===== src/rtl/dmem_arbiter_pkg.sv =====
// Shared definitions for the data-memory arbiter: FSM encoding, address map
// constants and the default starvation limit.
package dmem_arbiter_pkg;

  typedef enum logic [1:0] {
    ST_IDLE  = 2'd0,
    ST_WAIT  = 2'd1,
    ST_FORCE = 2'd2,
    ST_ACK   = 2'd3
  } state_t;

  // Address bit that selects the memory-mapped peripheral window.
  localparam int PERIPH_BIT = 30;

  localparam int STARVE_LIMIT_DEF = 4;

endpackage


===== src/rtl/dmem_arbiter_if.sv =====
// Bundle of CPU, debug and memory-side signals around the data-memory arbiter.
// The slave view belongs to the arbiter; the master view is its surroundings.
interface dmem_arbiter_if #(
  parameter int DATA_W = 32,
  parameter int ADDR_W = 32
);

  logic              cpu_req;
  logic              cpu_we;
  logic [ADDR_W-1:0] cpu_addr;
  logic [DATA_W-1:0] cpu_wdata;
  logic [DATA_W-1:0] cpu_rdata;
  logic              cpu_stall;

  logic              dbg_req;
  logic              dbg_we;
  logic [ADDR_W-1:0] dbg_addr;
  logic [DATA_W-1:0] dbg_wdata;
  logic [DATA_W-1:0] dbg_rdata;
  logic              dbg_ack;
  logic              dbg_err;

  logic [ADDR_W-1:0] mem_addr;
  logic [DATA_W-1:0] mem_wdata;
  logic              mem_read;
  logic              mem_write;
  logic [DATA_W-1:0] mem_rdata;

  modport slave (
    input  cpu_req, cpu_we, cpu_addr, cpu_wdata,
    output cpu_rdata, cpu_stall,
    input  dbg_req, dbg_we, dbg_addr, dbg_wdata,
    output dbg_rdata, dbg_ack, dbg_err,
    output mem_addr, mem_wdata, mem_read, mem_write,
    input  mem_rdata
  );

  modport master (
    output cpu_req, cpu_we, cpu_addr, cpu_wdata,
    input  cpu_rdata, cpu_stall,
    output dbg_req, dbg_we, dbg_addr, dbg_wdata,
    input  dbg_rdata, dbg_ack, dbg_err,
    input  mem_addr, mem_wdata, mem_read, mem_write,
    output mem_rdata
  );

endinterface


===== src/rtl/dmem_arbiter.sv =====
// Shares the data-memory port between the MEM stage (fixed priority) and a
// debug/loader port that is protected from starvation by a forced CPU stall.
module dmem_arbiter
  import dmem_arbiter_pkg::*;
#(
  parameter int DATA_W       = 32,
  parameter int ADDR_W       = 32,
  parameter int STARVE_LIMIT = STARVE_LIMIT_DEF,
  parameter int CNT_W        = 4
) (
  input  logic           clk,
  input  logic           reset,
  dmem_arbiter_if.slave  bus
);

  localparam logic [CNT_W-1:0] CNT_MAX = CNT_W'(STARVE_LIMIT - 1);

  state_t            state;
  state_t            state_nxt;
  logic [CNT_W-1:0]  cnt;
  logic              lat_we;
  logic [ADDR_W-1:0] lat_addr;
  logic [DATA_W-1:0] lat_wdata;
  logic              err_q;
  logic [DATA_W-1:0] rdata_q;

  logic              accept;
  logic              lat_periph;
  logic              dbg_owns;
  logic              cpu_rd;

  assign accept     = (state == ST_IDLE) && bus.dbg_req;
  assign lat_periph = lat_addr[PERIPH_BIT];

  always_ff @(posedge clk or negedge reset) begin
    if (!reset) state <= ST_IDLE;
    else        state <= state_nxt;
  end

  always_comb begin
    state_nxt = state;
    dbg_owns  = 1'b0;
    case (state)
      ST_IDLE: begin
        if (bus.dbg_req) state_nxt = ST_WAIT;
      end
      ST_WAIT: begin
        // Peripheral-window requests are refused without touching memory.
        if (lat_periph) begin
          state_nxt = ST_ACK;
        end else if (!bus.cpu_req) begin
          dbg_owns  = 1'b1;
          state_nxt = ST_ACK;
        end else if (cnt == CNT_MAX) begin
          state_nxt = ST_FORCE;
        end
      end
      ST_FORCE: begin
        dbg_owns  = 1'b1;
        state_nxt = ST_ACK;
      end
      ST_ACK: begin
        state_nxt = ST_IDLE;
      end
      default: begin
        state_nxt = ST_IDLE;
      end
    endcase
  end

  // Counter stops at the limit; WAIT is always left from there.
  always_ff @(posedge clk or negedge reset) begin
    if (!reset) begin
      cnt <= '0;
    end else if (accept) begin
      cnt <= '0;
    end else if ((state == ST_WAIT) && bus.cpu_req && !lat_periph && (cnt != CNT_MAX)) begin
      cnt <= cnt + 1'b1;
    end
  end

  always_ff @(posedge clk or negedge reset) begin
    if (!reset) begin
      lat_we    <= 1'b0;
      lat_addr  <= '0;
      lat_wdata <= '0;
    end else if (accept) begin
      lat_we    <= bus.dbg_we;
      lat_addr  <= bus.dbg_addr;
      lat_wdata <= bus.dbg_wdata;
    end
  end

  always_ff @(posedge clk or negedge reset) begin
    if (!reset) begin
      err_q <= 1'b0;
    end else if (accept) begin
      err_q <= 1'b0;
    end else if ((state == ST_WAIT) && lat_periph) begin
      err_q <= 1'b1;
    end
  end

  always_ff @(posedge clk or negedge reset) begin
    if (!reset) begin
      rdata_q <= '0;
    end else if (dbg_owns && !lat_we) begin
      rdata_q <= bus.mem_rdata;
    end
  end

  // Port mux; everything is held quiet while reset is asserted so an
  // interrupted write cannot reach memory.
  always_comb begin
    bus.mem_addr  = '0;
    bus.mem_wdata = '0;
    bus.mem_read  = 1'b0;
    bus.mem_write = 1'b0;
    bus.cpu_rdata = '0;
    cpu_rd        = 1'b0;
    if (reset) begin
      if (dbg_owns) begin
        bus.mem_addr  = lat_addr;
        bus.mem_wdata = lat_wdata;
        bus.mem_read  = ~lat_we;
        bus.mem_write = lat_we;
      end else begin
        cpu_rd        = bus.cpu_req & ~bus.cpu_we;
        bus.mem_addr  = bus.cpu_addr;
        bus.mem_wdata = bus.cpu_wdata;
        bus.mem_read  = cpu_rd;
        bus.mem_write = bus.cpu_req & bus.cpu_we;
        bus.cpu_rdata = cpu_rd ? bus.mem_rdata : '0;
      end
    end
  end

  assign bus.cpu_stall = (state == ST_FORCE) && bus.cpu_req;
  assign bus.dbg_ack   = (state == ST_ACK);
  assign bus.dbg_err   = (state == ST_ACK) && err_q;
  assign bus.dbg_rdata = rdata_q;

endmodule


===== src/flat_wrapper.sv =====
// flat-port wrapper written by rule: the top's interface ports become plain ports
module dmem_arbiter_flat import dmem_arbiter_pkg::*;
#(
  parameter int DATA_W       = 32,
  parameter int ADDR_W       = 32,
  parameter int STARVE_LIMIT = STARVE_LIMIT_DEF,
  parameter int CNT_W        = 4
)
  (clk, reset, bus_cpu_req, bus_cpu_we, bus_cpu_addr, bus_cpu_wdata, bus_cpu_rdata, bus_cpu_stall, bus_dbg_req, bus_dbg_we, bus_dbg_addr, bus_dbg_wdata, bus_dbg_rdata, bus_dbg_ack, bus_dbg_err, bus_mem_addr, bus_mem_wdata, bus_mem_read, bus_mem_write, bus_mem_rdata);
  dmem_arbiter_if #(.DATA_W(DATA_W), .ADDR_W(ADDR_W)) bus_i ();
  input  logic clk;
  input  logic reset;
  input wire logic [$bits(bus_i.cpu_req)-1:0] bus_cpu_req;
  input wire logic [$bits(bus_i.cpu_we)-1:0] bus_cpu_we;
  input wire logic [$bits(bus_i.cpu_addr)-1:0] bus_cpu_addr;
  input wire logic [$bits(bus_i.cpu_wdata)-1:0] bus_cpu_wdata;
  output wire logic [$bits(bus_i.cpu_rdata)-1:0] bus_cpu_rdata;
  output wire logic [$bits(bus_i.cpu_stall)-1:0] bus_cpu_stall;
  input wire logic [$bits(bus_i.dbg_req)-1:0] bus_dbg_req;
  input wire logic [$bits(bus_i.dbg_we)-1:0] bus_dbg_we;
  input wire logic [$bits(bus_i.dbg_addr)-1:0] bus_dbg_addr;
  input wire logic [$bits(bus_i.dbg_wdata)-1:0] bus_dbg_wdata;
  output wire logic [$bits(bus_i.dbg_rdata)-1:0] bus_dbg_rdata;
  output wire logic [$bits(bus_i.dbg_ack)-1:0] bus_dbg_ack;
  output wire logic [$bits(bus_i.dbg_err)-1:0] bus_dbg_err;
  output wire logic [$bits(bus_i.mem_addr)-1:0] bus_mem_addr;
  output wire logic [$bits(bus_i.mem_wdata)-1:0] bus_mem_wdata;
  output wire logic [$bits(bus_i.mem_read)-1:0] bus_mem_read;
  output wire logic [$bits(bus_i.mem_write)-1:0] bus_mem_write;
  input wire logic [$bits(bus_i.mem_rdata)-1:0] bus_mem_rdata;
  assign bus_i.cpu_req = bus_cpu_req;
  assign bus_i.cpu_we = bus_cpu_we;
  assign bus_i.cpu_addr = bus_cpu_addr;
  assign bus_i.cpu_wdata = bus_cpu_wdata;
  assign bus_cpu_rdata = bus_i.cpu_rdata;
  assign bus_cpu_stall = bus_i.cpu_stall;
  assign bus_i.dbg_req = bus_dbg_req;
  assign bus_i.dbg_we = bus_dbg_we;
  assign bus_i.dbg_addr = bus_dbg_addr;
  assign bus_i.dbg_wdata = bus_dbg_wdata;
  assign bus_dbg_rdata = bus_i.dbg_rdata;
  assign bus_dbg_ack = bus_i.dbg_ack;
  assign bus_dbg_err = bus_i.dbg_err;
  assign bus_mem_addr = bus_i.mem_addr;
  assign bus_mem_wdata = bus_i.mem_wdata;
  assign bus_mem_read = bus_i.mem_read;
  assign bus_mem_write = bus_i.mem_write;
  assign bus_i.mem_rdata = bus_mem_rdata;
  dmem_arbiter #(.DATA_W(DATA_W), .ADDR_W(ADDR_W), .STARVE_LIMIT(STARVE_LIMIT), .CNT_W(CNT_W)) u_core (.clk(clk), .reset(reset), .bus(bus_i));
endmodule

===== config.mk =====
export PLATFORM = sky130hd
export DESIGN_NAME = dmem_arbiter_flat
export DESIGN_NICKNAME = d
export VERILOG_FILES = /design/src/rtl/dmem_arbiter_pkg.sv /design/src/rtl/dmem_arbiter_if.sv /design/src/rtl/dmem_arbiter.sv /design/src/flat_wrapper.sv
export SDC_FILE = /design/constraint.sdc
export NUM_CORES = 1
export LEC_CHECK = 0
export CAP_MARGIN = 20
export CORE_MARGIN = 3
export CORE_UTILIZATION = 40
export DETAILED_ROUTE_END_ITERATION = 8
export PLACE_DENSITY = 0.79
export SLEW_MARGIN = 20
export SYNTH_ARGS = -nofsm -noshare
export SYNTH_HDL_FRONTEND = slang
export SYNTH_SLANG_ARGS = --single-unit

===== constraint.sdc =====
create_clock -name clk -period 2.15 [get_ports clk]
set_input_delay 0.215 -clock clk [delete_from_list [all_inputs] [get_ports clk]]
set_output_delay 0.215 -clock clk [all_outputs]
set_load 0.01 [all_outputs]

==> metrics.yaml <==
synthCells: 512
io_pins: 299
fin_crit_ns: 2.32
core_area_mm2: 0.0135
final_antenna_net_count: 0
fin_area_mm2: 0.00955
crit_path_start_kind: "flip-flop"
syn_avg_cell_area_um2: 10.9
ys_seq_area_frac: 0.465
yosys_warnings: 0
irDropWorstVdd_uv: 577
start_util: 0.416
port_buffers: 298
fin_setup_tns_ns: -9.80
final.period_utilization: 1.08
syn_nets: 685
dpl-instance-area_mm2: 0.00886
synth_ff_type: "dfrtp_1"
worstReg2RegStart: "u_core.state[1]"
die_area_mm2: 0.0155
finalWorstSetupSlack_ns: -0.166
ys_types: 32
worstMarginPinSlew_ns: 0.583
cellLeakagePower_nw: 4.24
gp_congestion: 0.986
drc_errors: 0
finalHoldViolations: 0
multiInputGateArea_mm2: 0.00293
antenna_cells: 0
worst_clock_skew_ns: 0.00535
vias: 5082
nets: 1012
synth_edf_count: 0
dp_hpwl_um: 13300
reg2regPathDepth: 8
insertion_delay_ns: 0.35
r2r-end: "u_core.bus.dbg_rdata[23]"
wl_per_cell_um: 18.8
setup_viol: 98
cts.sinks: 104
grt_pass1_vias: 5531
worst_setup_path_end_kind: "primary output"
overflow: 0
cts_root_buf: "clkbuf_16"
syn-cell-area_mm2: 0.00560
drt-initial-drc-count: 208
power_density_mw_per_mm2: 1200
clk_pin_slew_ns: 0.07
cts_tree: "yes"
fp.dieW_um: 124
arrival_ns: 2.10
crit_type: "flip-flop to primary output"
crit_path_max_fanout: 7
slew_viol_final: 0
relSlewSlack: 0.611
fp.dieH_um: 124
r2r_setup_slack_ns: 0.07
place_ws_ns: -0.261
cp.required_ns: 1.93
grt_pass1_wl_um: 29700
regArea_mm2: 0.00260
routed_via_density: 4.98
async_flop_share: 1.00
violations: "setup timing"
clock.fmax_ghz: 0.432
cts.path.max_buffers: 2
cts_made_buffers: 9
layout-drive-gt1-share: 0.368
rows: 42
drt-total-wl_um: 19200
track_usage: 0.239
hold_class: "primary input to asynchronous set/reset pin"
dr.pass1.iters: 4
grt_max_degree: 64
rsz0062_at_grt: "true"
synth_seq_cells: 104
fillers: 974
cap_violations: 0
htreeDepth: 3
status: "complete, but fails checks"
area.growth.synth_to_final_pct: 70.5
antenna_found_initial: 0
==> sequential cells by signal, indices dropped and copies added (netlist names) <==
register and flops:
u_core.state 2, u_core.lat_addr 32, u_core.bus.dbg_rdata 32, u_core.lat_we 1, u_core.lat_wdata 32, u_core.err_q 1, u_core.cnt 4
==> cells by family after synthesis <==
group,Yosys count,synth area share
DFF,104,0.465
adders and majority gates,7,0.0156
muxes,162,0.311
AOI/OAI and AO/OA,18,0.0212
buffers and inverters,41,0.0424
and+or+nand+nor,180,0.145
==> report_power, final <==
part | total (mW) | switching [mW] | internal (mW)
clock | 1.67 | 0.707 | 0.964
sequential | 3.49 | 0.541 | 2.95
combinational | 6.30 | 2.55 | 3.75
total | 11.5 | 3.80 | 7.66
==> synthesized netlist by cell type, types with 2 or more instances <==
cell type | number | area (µm²)
a21oi_1 | 5 | 25.0
mux2i_1 | 64 | 641
or3_1 | 2 | 12.5
ha_1 | 7 | 87.6
nand2_1 | 129 | 484
o21ai_0 | 5 | 25.0
inv_1 | 5 | 18.8
nand3_1 | 3 | 15.0
mux2_2 | 98 | 1100
nor2_1 | 2 | 7.51
buf_6 | 9 | 101
and2_1 | 35 | 219
buf_2 | 10 | 50.1
clkbuf_1 | 16 | 60.1
a22oi_1 | 2 | 15.0
dfrtp_1 | 104 | 2600
==> per-stage QoR <==
step                std cells  power, mW   util  hold slack (ns)
CTS                      1016       11.3  0.690           0.0807
global route             1020       12.1  0.710           0.0896
global placement          973       8.88  0.658           0.0521
floorplan                 512       6.52      -          -0.0806
finish                   1020       11.5  0.710           0.0520
detailed placement        973       9.08  0.658           0.0500
==> worst max-delay path, stage by stage, from the launching register on <==
cell     delay, ns
dfrtp_1       0.41
inv_2         0.11
ha_4          0.15
nor3b_4       0.21
o21a_4        0.20
buf_12        0.15
buf_12        0.14
mux2i_2       0.22
buf_2         0.16
==> routing by layer <==
metal / vias to the layer above / global-route usage / part of all wire
li1: 2387 / - / -
met1: 2430 / 0.279 / 0.39
met2: 219 / 0.419 / 0.51
met3: 46 / 0.0605 / 0.065
met4: 0 / 0.0954 / 0.031
met5: - / 0 / 0
==> placed cells by master (no fill, tap or decap), types with 3 or more instances in the layout <==
cell               n
mux2i_1           59
ha_4               3
o21ai_0            4
ha_1               4
a21oi_1            5
buf_2             65
clkbuf_16         10
buf_12            14
inv_1              3
and2_4            32
clkdlybuf4s50_1  198
buf_6             38
mux2i_2            4
nand3_1            3
nand2_1          129
mux2_2            98
buf_4             23
buf_16             7
dfrtp_1          103
==> repair_timing <==
item / 4_1_cts / 5_1_grt
hold buffers: 3 / 0
endpoints found under the hold margin: 59 / 0
cloned: 8 / 1
endpoints found under the setup margin: 99 / 105
setup buffers: 16 / 4
pin swaps: 9 / 16
resized for setup: 454 / 52
==> layout make-up <==
class | count | area share
clock buffers | 13 | 0.0272
flip-flops and latches | 104 | 0.273
repair buffers | 352 | 0.364
multi-input cells | 367 | 0.307
clock inverters | 3 | 0.00419
inverters | 5 | 0.00196
well taps | 176 | 0.0231
==> how the worst max path moves through the flow <==
stage	start	to	slack, ns	cells past startpoint
after floorplan	u_core.state[1]	bus_mem_addr[0]	0.31	7
after global placement	bus_cpu_req	bus_mem_wdata[11]	-0.24	6
after detailed placement	u_core.state[1]	bus_mem_wdata[0]	-0.26	7
after CTS	u_core.state[1]	bus_mem_addr[5]	-0.19	9
after global routing	u_core.state[1]	bus_mem_wdata[31]	-0.27	8
final	u_core.state[1]	bus_mem_addr[29]	-0.17	8
No activity file was read; power rests on OpenSTA's default activity.
